<file path="config.mk">
export PLATFORM = sky130hd
export DESIGN_NAME = pc_target_table
export DESIGN_NICKNAME = d
export VERILOG_FILES = /design/src/rtl/pc_target_table_pkg.sv /design/src/rtl/pc_target_table_bank.sv /design/src/rtl/pc_target_table.sv
export SDC_FILE = /design/constraint.sdc
export NUM_CORES = 1
export LEC_CHECK = 0
export ABC_CLOCK_PERIOD_IN_PS = 4720
export BUFFER_PORTS_ARGS = -buffer_cell sky130_fd_sc_hd__buf_4
export CORE_MARGIN = 10
export CORE_UTILIZATION = 40
export DETAILED_ROUTE_END_ITERATION = 10
export PLACE_DENSITY = 0.65
export SLEW_MARGIN = 40
export SYNTH_ARGS = -nofsm -noshare
export SYNTH_HDL_FRONTEND = slang
export SYNTH_SLANG_ARGS = --single-unit
</file>
<file path="constraint.sdc">
create_clock -name clk -period 4.72 [get_ports clk]
set_clock_uncertainty 0.1 [all_clocks]
set_input_delay 0.236 -clock clk [delete_from_list [all_inputs] [get_ports clk]]
set_output_delay 0.236 -clock clk [all_outputs]
set_load 0.01 [all_outputs]
</file>
<file path="src/rtl/pc_target_table_pkg.sv">
// Shared types and default sizes for the writable multi-bank branch-target table.
package pc_target_table_pkg;

  localparam int unsigned DEF_D     = 12;
  localparam int unsigned DEF_A     = 5;
  localparam int unsigned DEF_BANKS = 2;

  typedef enum logic [1:0] {
    IDLE,
    LOAD,
    DONE
  } state_e;

  typedef logic [DEF_D-1:0] pc_t;

endpackage

</file>
<file path="src/rtl/pc_target_table_bank.sv">
// One program bank: per-entry target storage with valid bits, bulk invalidate,
// one write port and a combinational read port that returns 0 for unloaded slots.
module pc_target_bank #(
  parameter int unsigned D = 12,
  parameter int unsigned A = 5
) (
  input  logic         i_clk,
  input  logic         i_reset,
  input  logic         i_clr,
  input  logic         i_we,
  input  logic [A-1:0] i_waddr,
  input  logic [D-1:0] i_wdata,
  input  logic [A-1:0] i_raddr,
  output logic [D-1:0] o_rdata,
  output logic         o_hit
);

  localparam int unsigned N = 2 ** A;

  logic [D-1:0] r_mem [N];
  logic [N-1:0] r_valid;

  // Target storage is deliberately left unreset; the valid bits gate every read.
  always_ff @(posedge i_clk) begin
    if (i_we) begin
      r_mem[i_waddr] <= i_wdata;
    end
  end

  always_ff @(posedge i_clk) begin
    if (i_reset) begin
      r_valid <= '0;
    end else if (i_clr) begin
      r_valid <= '0;
    end else if (i_we) begin
      r_valid[i_waddr] <= 1'b1;
    end
  end

  always_comb begin
    o_hit   = r_valid[i_raddr];
    o_rdata = o_hit ? r_mem[i_raddr] : '0;
  end

endmodule

</file>
<file path="src/rtl/pc_target_table.sv">
// Multi-bank branch-target table: streaming loader FSM plus combinational lookup
// muxed across banks by rd_bank.
module pc_target_table
  import pc_target_table_pkg::*;
#(
  parameter int unsigned D     = DEF_D,
  parameter int unsigned A     = DEF_A,
  parameter int unsigned BANKS = DEF_BANKS,
  localparam int unsigned BW   = $clog2(BANKS)
) (
  input  logic          clk,
  input  logic          reset,
  input  logic [BW-1:0] rd_bank,
  input  logic [A-1:0]  addr,
  output logic [D-1:0]  target,
  output logic          hit,
  input  logic          load_start,
  input  logic [BW-1:0] load_bank,
  input  logic [A-1:0]  load_base,
  input  logic [A:0]    load_len,
  input  logic          load_valid,
  input  logic [D-1:0]  load_data,
  output logic          load_ready,
  output logic          load_busy,
  output logic          load_done
);

  state_e        r_state;
  logic [BW-1:0] r_bank;
  logic [A-1:0]  r_ptr;
  logic [A:0]    r_rem;
  logic          r_ready;
  logic          r_busy;
  logic          r_done;

  logic             w_acc;
  logic [BANKS-1:0] w_we;
  logic [BANKS-1:0] w_clr;
  logic [D-1:0]     w_rdata [BANKS];
  logic [BANKS-1:0] w_hit;

  assign w_acc = (r_state == LOAD) && load_valid;

  always_ff @(posedge clk) begin
    if (reset) begin
      r_state <= IDLE;
      r_ready <= 1'b0;
      r_busy  <= 1'b0;
      r_done  <= 1'b0;
    end else begin
      unique case (r_state)
        IDLE: begin
          if (load_start) begin
            r_bank <= load_bank;
            r_ptr  <= load_base;
            r_rem  <= load_len;
            r_busy <= 1'b1;
            if (load_len != '0) begin
              r_state <= LOAD;
              r_ready <= 1'b1;
            end else begin
              r_state <= DONE;
              r_done  <= 1'b1;
            end
          end
        end
        LOAD: begin
          if (load_valid) begin
            // Pointer wraps naturally at 2**A.
            r_ptr <= r_ptr + A'(1);
            r_rem <= r_rem - (A+1)'(1);
            if (r_rem == (A+1)'(1)) begin
              r_state <= DONE;
              r_ready <= 1'b0;
              r_done  <= 1'b1;
            end
          end
        end
        DONE: begin
          r_state <= IDLE;
          r_busy  <= 1'b0;
          r_done  <= 1'b0;
        end
        default: begin
          r_state <= IDLE;
          r_ready <= 1'b0;
          r_busy  <= 1'b0;
          r_done  <= 1'b0;
        end
      endcase
    end
  end

  assign load_ready = r_ready;
  assign load_busy  = r_busy;
  assign load_done  = r_done;

  for (genvar b = 0; b < BANKS; b++) begin : g_bank
    assign w_we[b]  = w_acc && (r_bank == BW'(b));
    assign w_clr[b] = (r_state == IDLE) && load_start && (load_bank == BW'(b));

    pc_target_bank #(
      .D(D),
      .A(A)
    ) u_bank (
      .i_clk  (clk),
      .i_reset(reset),
      .i_clr  (w_clr[b]),
      .i_we   (w_we[b]),
      .i_waddr(r_ptr),
      .i_wdata(load_data),
      .i_raddr(addr),
      .o_rdata(w_rdata[b]),
      .o_hit  (w_hit[b])
    );
  end

  // Out-of-range rd_bank (non-power-of-two BANKS) reads as a miss.
  always_comb begin
    target = '0;
    hit    = 1'b0;
    for (int b = 0; b < BANKS; b++) begin
      if (rd_bank == BW'(b)) begin
        target = w_rdata[b];
        hit    = w_hit[b];
      end
    end
  end

endmodule

</file>
# After elaboration in Yosys (flattened, before gate mapping)
# Memory sizes are Yosys's and may differ from the RTL's.
# Cells that the tools add are included.
[word_totals]
ff_bits = 81
mem_bits_rw = 768
elab_cells = 86
n_memories = 2
[memory_table]
columns = ["memory", "depth", "word_bits", "read_ports", "rd_ports_with_merged_regs", "write_ports", "line_no", "source"]
rows = [
  ["g_bank[0].u_bank.r_mem", 32, 12, 1, 0, 1, "pc_target_table_bank.sv:20", "logic [D-1:0] r_mem [N];"],
  ["g_bank[1].u_bank.r_mem", 32, 12, 1, 0, 1, "pc_target_table_bank.sv:20", ""],
]
[classes]
n_addsub = 2
n_lt_le_gt_ge = 3
n_eq_ne = 8
n_mux = 37
n_bitwise = 7
n_reduce_logical = 18
[ops]
columns = ["op", "count"]
rows = [
  ["32-bit bitwise OR", 2],
  ["12-bit two-way mux", 3],
  ["1-bit two-way mux", 17],
  ["5-bit by 6-bit < comparator with 1-bit output (second input constant)", 2],
  ["6-bit two-way mux", 2],
  ["6-bit case mux with 2 select lines", 1],
  ["1-bit binary-select mux with 5-bit select", 2],
  ["5-bit two-way mux", 2],
  ["5-bit case mux with 2 select lines", 1],
  ["2-bit two-way mux", 4],
  ["2-bit inequality test (second input constant)", 4],
  ["4-bit AND reduction", 2],
  ["1-bit logical AND", 7],
  ["6-bit by 1-bit == test with 1-bit output (second input constant)", 1],
  ["3-bit AND reduction", 2],
  ["6-bit nonzero test", 1],
  ["6-bit by 1-bit subtractor with 6-bit output (second input constant)", 1],
  ["5-bit by 1-bit adder with 5-bit output (second input constant)", 1],
  ["1-bit demux with 5-bit select", 1],
  ["5-bit by 1-bit >= comparator with 1-bit output (second input constant)", 1],
  ["1-bit NOT", 5],
  ["5-bit AND reduction", 1],
  ["1-bit case mux with 2 select lines", 2],
  ["2-bit case mux with 2 select lines", 1],
  ["8 further kinds", 9],
]

# Logic depth before layout (Yosys ltp)
# Gate-level depths: netlist of run 1.
[logic_depth]
word_depth = 5
mapped_depth = 9
mapped_depth_nobuf = 7

# By module
# Synthesis of run 1 repeated with hierarchy kept, for this count alone.
[hier_totals]
cells_unflattened = 1784
hier_area_um2 = 33657.3
[by_module_without_submodules]
columns = ["module", "instances", "cells_each", "area_each_um2"]
rows = [
  ["pc_target_bank at g_bank[0].u_bank", 1, 840, 16320.7],
  ["pc_target_bank at g_bank[1].u_bank", 1, 838, 16286.9],
  ["pc_target_table", 1, 106, 1049.8],
]

# Worst setup path before layout of run 1
# Ideal clock, no wire load.
[synth_timing]
kind = "register to register"
from = "register r_ptr[0]"
to = "memory g_bank[1].u_bank.r_mem[31][0] (enable)"
setup_time_ps = 416
arrival_ps = 2079
slack_ps = 2125
stages_incl_launch_ff = 5
n_path_buf = 1
synth_period_minus_slack_ps = 2595
path_cell_list = "edfxtp_1 > ha_1 > buf_2 > nand4_1 > nor4_1"
[synth_lines]
columns = ["item", "line_no", "source"]
rows = [
  ["start, declared", "pc_target_table.sv:30", "logic [A-1:0] r_ptr;"],
  ["start signal, assigned", "pc_target_table.sv:55", "r_ptr <= load_base;"],
  ["start signal, assigned", "pc_target_table.sv:70", "r_ptr <= r_ptr + A'(1);"],
  ["end, declared", "pc_target_table_bank.sv:20", ""],
]
# Straight into the memory's write port.

# Final worst setup path of run 1
[layout_timing]
from = "input port addr[1]"
to = "output port target[9]"
[layout_between]
elab_chain_cells = 4
word_cells_on_any_way = 9
classes_between = "mux (7); memory (2)"
[layout_lines]
columns = ["item", "line_no", "source"]
rows = [
  ["start, declared", "pc_target_table.sv:14", "input logic [A-1:0] addr,"],
  ["1-bit binary-select mux with 5-bit select", "pc_target_table_bank.sv:41", "o_hit = r_valid[i_raddr];"],
  ["1-bit two-way mux (not written as such)", "pc_target_table_bank.sv:41", ""],
  ["12-bit two-way mux", "pc_target_table_bank.sv:42", "o_rdata = o_hit ? r_mem[i_raddr] : '0;"],
  ["12-bit two-way mux (*)", "pc_target_table.sv:123", "if (rd_bank == BW'(b)) begin"],
  ["end, declared", "pc_target_table.sv:15", "output logic [D-1:0] target,"],
]
# Every way passes the cells marked *; elsewhere a longest branch is shown, timed or not. The select of a mux whose other input is x is not followed.

==> run metrics, run 1 <==
status finished clean; number of global-route vias before repair 16,380; area share of xor/xnor cells in the synthesized design 0.1865%; wire length of the first global-routing pass 113,500 µm; share of the yosys chip area belonging to registers 75.46%; layout cells sized above 1 28.57%; final number of hold-violating endpoints 0; detailed placement HPWL 45,850 µm; Arr. time, crit path 2950 ps; port buffer count 49; cts repair resizes 0; worst slew margin relative to its limit 44.73%; setup repair after global routing missed its margin no; clock tree from TritonCTS yes; Layout fillers 6,696; largest net degree at the start of global routing 65; worst path required time 4380 ps; slew at the pin closest to its max-slew limit 829.1 ps; portion of netlist area occupied by mux cells 17.33%; Routed Wire Length 76,630 µm; total congestion overflow after global routing 0; top post-synthesis cells by count 780 x edfxtp_1, 221 x mux4_2, 74 x nor2_1, 69 x dfxtp_1, 64 x o21a_1; fraction of the mapped netlist area in compound gates 3.243%; TritonCTS Buffers 85; proportion of netlist area held by the largest area contributor 71.26%; chip height 306.7 µm; most area-consuming cells after synthesis edfxtp_1 71%, mux4_2 15%, dfxtp_1 4.2%, o21a_1 1.5%, mux2i_1 1.4%; Post-Synthesis Cells 1,552; Highest Clock Rate 304.5 MHz; maximum fanout count along the critical path 33; post-synthesis adder-cell area fraction 0.2284%; EDFF count, synth 780; Synthesized Nets 1,592; standard-cell row count 105; number of DRC markers after the initial detailed-route iteration 1,700; net total in the final layout 1,739; register bit total from synthesis 849; kind of critical path in -> out; startpoint types input port; antenna-violating nets left 0; area used by multi-input combinational logic 7585 µm²; via count normalized by instance count 5.661; chip width 306.7 µm; Synth Area in Simple Gates 1.873%; most instantiated library cell after synthesis edfxtp_1; post-synthesis instance area 32,870 µm²; most instantiated flip-flop cell in the synthesis netlist edfxtp_1; Async S/R FF share, synth 0%; Core ar. 81,720 µm²; placement-stage cell area 34,790 µm²; Initial Util 40.22%; Total Die Area 94,040 µm²; Total Neg Setup Slack 0 ps; final worst path period need 3284 ps; count of final setup violators 0; CTS Root Cell clkbuf_16; combinational family with the most area after synthesis multiplexers; number of synthesis warnings 0; # Max-Cap Violations 0; signed area change from the synthesized netlist to the final layout 14.78%; weighted congestion at the end of routability-driven global placement 0.7837; buffer depth of the longest clock path 3; via count 16,100; H-Tree Level Count 3; worst-skew pair later-pin latency 640 ps; number of optimization iterations in the first detailed-route pass 7; number of design rule violations left after detail routing 0; IR Drop Worst-Case VDD 273.9 µV; Min-Delay Path Class in -> reg; Yosys top cell by area edfxtp_1; pre-CTS setup slack 1364 ps; post-CTS clock slew at the launch and capture registers of the worst setup and hold paths 60 ps; clock sink count 849; library cells used by synthesis 39; Finished Cell Area 37,730 µm²; number of ports placed on the die boundary 50; wire length per cell 26.95 µm; final slew viol count 0; GRT Overall Usage 16.30%; fraction of the core area covered by cells at the end of the flow 46.17%; share of the clock period used by the worst path after layout 69.58%; total area of sequential cells 24,800 µm²; type of destination of the critical path output port; total power draw 15.60 mW; pwr dens 413.6 nW/µm²; mean instance size in the synthesized netlist 21.18 µm²; initial antenna violation count 3; static leakage 12.01 nW; minimum setup slack in the final design 1436 ps
[critical path: stages]
cell and delay [ps]:
buf_4 240, buf_4 530, buf_4 520, mux4_2 390, o21ai_0 250, o21ai_0 160
a32oi_1 180, o22ai_1 170, buf_4 220
[registers in the layout, summed over array words and instances (netlist names)]
register / count
r_ptr: 5
g_bank.u_bank.r_mem: 768
load_done: 1
r_state: 2
r_rem: 6
load_busy: 1
g_bank.u_bank.r_valid: 64
r_bank: 1
load_ready: 1
[placed cells by master, fill, tap and decap left out, drive strengths merged, types with 17 or more instances in the layout]
master       synthesis  routed
nand2               34      34
mux4               221     221
mux2i               46      46
o22ai               34      34
dlygate4sd3          0      18
edfxtp             780     780
a21oi               17      17
o21ai               18      18
o21a                64      64
nor2                74      74
mux2                23      23
dfxtp               69      69
buf                 60     130
clkbuf              28     112
clkinv               0      37
[report_power, final]
group / internal (mW) / switching, mW / total, mW
clock: 3.76 / 2.82 / 6.58
sequential: 8.23 / 0.0203 / 8.25
combinational: 0.295 / 0.477 / 0.772
total: 12.3 / 3.32 / 15.6
[repair_timing]
| action | 4_1_cts | 5_1_grt |
|---|---|---|
| endpoints found under the hold margin | 18 | 0 |
| hold buffers | 18 | 0 |
| buffers inserted | 0 | 0 |
[cells by family (layout without fill, tap and decap cells)]
kind of cell    Yosys count  count (layout)
compound gates          157             157
xor+xnor                  7               7
fa+ha+maj                 6               6
buf+inv                  99             318
flops                   849             849
mux                     290             290
other cells               0               2
simple gates            144             144
[cell type report]
| class | instances | share of cell area [%] |
|---|---|---|
| Antenna cell | 2 | 0.01327 |
| Clock buffer | 112 | 6.039 |
| Clock inverter | 47 | 1.224 |
| Inverter | 11 | 0.1094 |
| Multi-Input combinational cell | 604 | 20.10 |
| Sequential cell | 849 | 65.75 |
| Tap cell | 1070 | 3.549 |
| Timing Repair Buffer | 148 | 3.214 |
[per-layer routing]
layer | vias to the layer above | GRT usage (%) | part of all wire (%) | wire [µm]
met1 | 8585 | 23.02 | 42 | 32450
met2 | 634 | 25.22 | 47 | 36020
met4 | 2 | 4.584 | 2.4 | 1836
met3 | 109 | 3.676 | 8.2 | 6304
li1 | 6765 | - | - | -
met5 | - | 0 | 0.017 | 13
[through the flow]
stage,cells,hold WS (ps)
detailed placement,2664,349.0
global placement,2663,340.4
finish,2843,47.75
global route,2841,68.20
floorplan,1552,234.9
CTS,2841,36.77
[path summary, 6_finish.rpt]
check | startpoint | end | slack, ps | depth (start not counted)
worst min-delay path | load_data[6] | g_bank[1].u_bank.r_mem[29][6]$_DFFE_PP_ | 50 | 1
worst max-delay path | addr[1] | target[9] | 1440 | 9
worst min register to register | g_bank[1].u_bank.r_valid[28]$_SDFFE_PP0P_ | g_bank[1].u_bank.r_valid[28]$_SDFFE_PP0P_ | 360 | 1
worst max register to register | r_state[1]$_SDFFE_PP0P_ | g_bank[1].u_bank.r_mem[6][9]$_DFFE_PP_ | 1440 | 6
No activity file was read; power rests on OpenSTA's default activity.
==> run 2: changes to the inputs <==
Settings changed: ABC_CLOCK_PERIOD_IN_PS 4720 to 3000, PLACE_DENSITY 0.65 to 0.67.
Clock period 4.72 ns to 3 ns, I/O delays scaled along.
==> run metrics, run 2 (synthesis results as in run 1) <==
status complete, but fails checks; violated checks negative setup slack; type of destination of the critical path output port; buffer depth of the longest clock path 3 (unchanged); port buffer count 49 (unchanged); detailed placement HPWL 47,340 µm (+3.3%); chip height 306.7 µm (unchanged); Layout fillers 6,674 (-0.33%); final number of hold-violating endpoints 0 (unchanged); clock tree from TritonCTS yes; Initial Util 40.22% (unchanged); switching power summed over all nets 5.396 mW (+63%); via count 16,380 (+1.7%); share of the clock period used by the worst path after layout 101.0%; worst slew margin relative to its limit 46.46% (+1.7 points); count of final setup violators 1 (+1); sequential share of power 51.6% (-1.3 points); # Max-Cap Violations 0 (unchanged); net total in the final layout 1,792 (+3.0%); number of DRC markers after the initial detailed-route iteration 1,801 (+5.9%); Total Neg Setup Slack -28.88 ps (-28.88 ps); Highest Clock Rate 330.2 MHz; pwr dens 652.2 nW/µm² (+58%); commonest non-fill, non-tap cells in the layout 780 x edfxtp_1, 221 x mux4_2, 152 x buf_4; IR Drop Worst-Case VDD 504.1 µV (+84%); number of design rule violations left after detail routing 0 (unchanged); setup repair after global routing missed its margin yes; total power draw 25.14 mW (+61%); largest net degree at the start of global routing 65 (unchanged); slew at the pin closest to its max-slew limit 803.1 ps (-26.02 ps); worst-skew pair later-pin latency 640 ps (about the same); final slew viol count 0 (unchanged); final worst path period need 3029 ps; layout cells sized above 1 31.73% (+3.2 points); kind of critical path reg -> out; number of global-route vias before repair 17,220 (+5.2%); number of ports placed on the die boundary 50 (unchanged); final std cells w/o fill 2,896 (+1.9%); register with the most flip-flops g_bank.u_bank.r_mem; wire length per cell 27.25 µm (+1.1%); Core ar. 81,720 µm² (unchanged); initial antenna violation count 2 (-1); Routed Wire Length 78,910 µm (+3.0%); static leakage 12.40 nW (+3.2%); post-CTS clock slew at the launch and capture registers of the worst setup and hold paths 60 ps (about the same); part of the total power dissipated in the clock network 43.1% (+0.9 points); wire length of the first global-routing pass 117,300 µm (+3.3%); flip-flop count of the largest register after layout 768 (unchanged); clock sink count 849 (unchanged); number of optimization iterations in the first detailed-route pass 5 (-2); signed area change from the synthesized netlist to the final layout 17.29%; proportion of power drawn by combinational gates 5.3% (+0.4 points); Arr. time, crit path 2780 ps (-170 ps); Top Registers g_bank.u_bank.r_mem (768), g_bank.u_bank.r_valid (64), r_rem (6); TritonCTS Buffers 87 (+2.4%); CTS Root Cell clkbuf_16; standard-cell row count 105 (unchanged); startpoint types flip-flop; cell internal power dissipation 19.75 mW (+61%); Total Die Area 94,040 µm² (unchanged); most frequent standard cell in the layout excluding fill and tap cells edfxtp_1; chip width 306.7 µm (unchanged); GRT Overall Usage 16.80% (+0.50 points); antenna-violating nets left 0 (unchanged); Post-Route Hold Slack 9.866 ps (-37.88 ps); H-Tree Level Count 3 (unchanged); fraction of the core area covered by cells at the end of the flow 47.18% (+1.0 points); weighted congestion at the end of routability-driven global placement 0.8078 (+3.1%); Min-Delay Path Class in -> reg; minimum setup slack in the final design -28.88 ps (-1465 ps); cell total after placement 2,706 (+1.6%); Sw Share 21.46% (+0.21 points); total congestion overflow after global routing 0 (unchanged); buffers inserted during post-CTS setup optimization 0 (unchanged); worst path required time 2750 ps (-1630 ps); maximum fanout count along the critical path 1 (-97%); via count normalized by instance count 5.655 (-0.12%)
run 2: changes by cell type in the layout (fill, tap and decap cells not counted), sizes merged:
cell	previous run	this run
clkbuf	112	117
inv	14	15
bufinv	6	7
clkinvlp	1	5
buf	130	172
clkinv	37	29
diode	2	1
dlygate4sd3	18	27
run 2: worst max-delay path: stages (launching register included):
cell and delay, ps:
edfxtp_1 360, mux4_2 520, mux2i_2 290, o22ai_1 220, a221oi_2 280, buf_4 170, o22ai_1 120, buf_4 180
run 2: repair_timing:
| action | 4_1_cts | 5_1_grt |
|---|---|---|
| endpoints found under the setup margin | 9 | 7 |
| hold buffers | 27 | 0 |
| endpoints found under the hold margin | 306 | 0 |
| gates cloned | 0 | 0 |
| resized for setup | 14 | 9 |
run 2: per-stage QoR:
step / worst slack, ps / instance area, µm²
after floorplan: 405.4 / 32870
after global placement: 185.0 / 35260
after detailed placement: 146.7 / 35260
after CTS: -43.28 / 38500
after global routing: -34.97 / 38550
final: -28.88 / 38550
run 2: path summary, 6_finish.rpt:
check                                                   end                                 startpoint  slack (ps)  cells past startpoint
setup / recovery                                 target[10]   g_bank[0].u_bank.r_mem[14][10]$_DFFE_PP_         -30                      7
hold / removal      g_bank[0].u_bank.r_mem[7][10]$_DFFE_PP_                              load_data[10]          10                      1
setup reg to reg     g_bank[1].u_bank.r_mem[8][3]$_DFFE_PP_                    r_state[1]$_SDFFE_PP0P_         650                      6
hold reg to reg   g_bank[1].u_bank.r_valid[20]$_SDFFE_PP0P_  g_bank[1].u_bank.r_valid[20]$_SDFFE_PP0P_         360                      1
run 2: cell type report:
| class | instances | area, µm² | area share (%) |
|---|---|---|---|
| diodes | 1 | 2.502 | 0.006491 |
| clock buffers | 117 | 2380 | 6.173 |
| clock inverters | 45 | 526.8 | 1.366 |
| inverters | 11 | 41.29 | 0.1071 |
| multi-input cells | 604 | 7660 | 19.87 |
| flip-flops and latches | 849 | 24800 | 64.34 |
| well taps | 1070 | 1339 | 3.473 |
| repair buffers | 199 | 1798 | 4.664 |
run 2: layer usage:
| layer | routed length [µm] | global-route usage [%] |
|---|---|---|
| met2 | 37230 | 26.19 |
| met5 | 0 | 0 |
| met4 | 2013 | 5.473 |
| met3 | 7200 | 4.377 |
| met1 | 32470 | 22.86 |
run 2: power by group through the flow:
stage / clock (mW) / combinational, mW / sequential [mW]
after floorplan: 0 / 0.704 / 13.2
after global placement: 0 / 1.25 / 13.2
after detailed placement: 0 / 1.28 / 13.2
after CTS: 11.0 / 1.33 / 13.0
after global routing: 11.5 / 1.42 / 13.0
final: 10.8 / 1.33 / 13.0
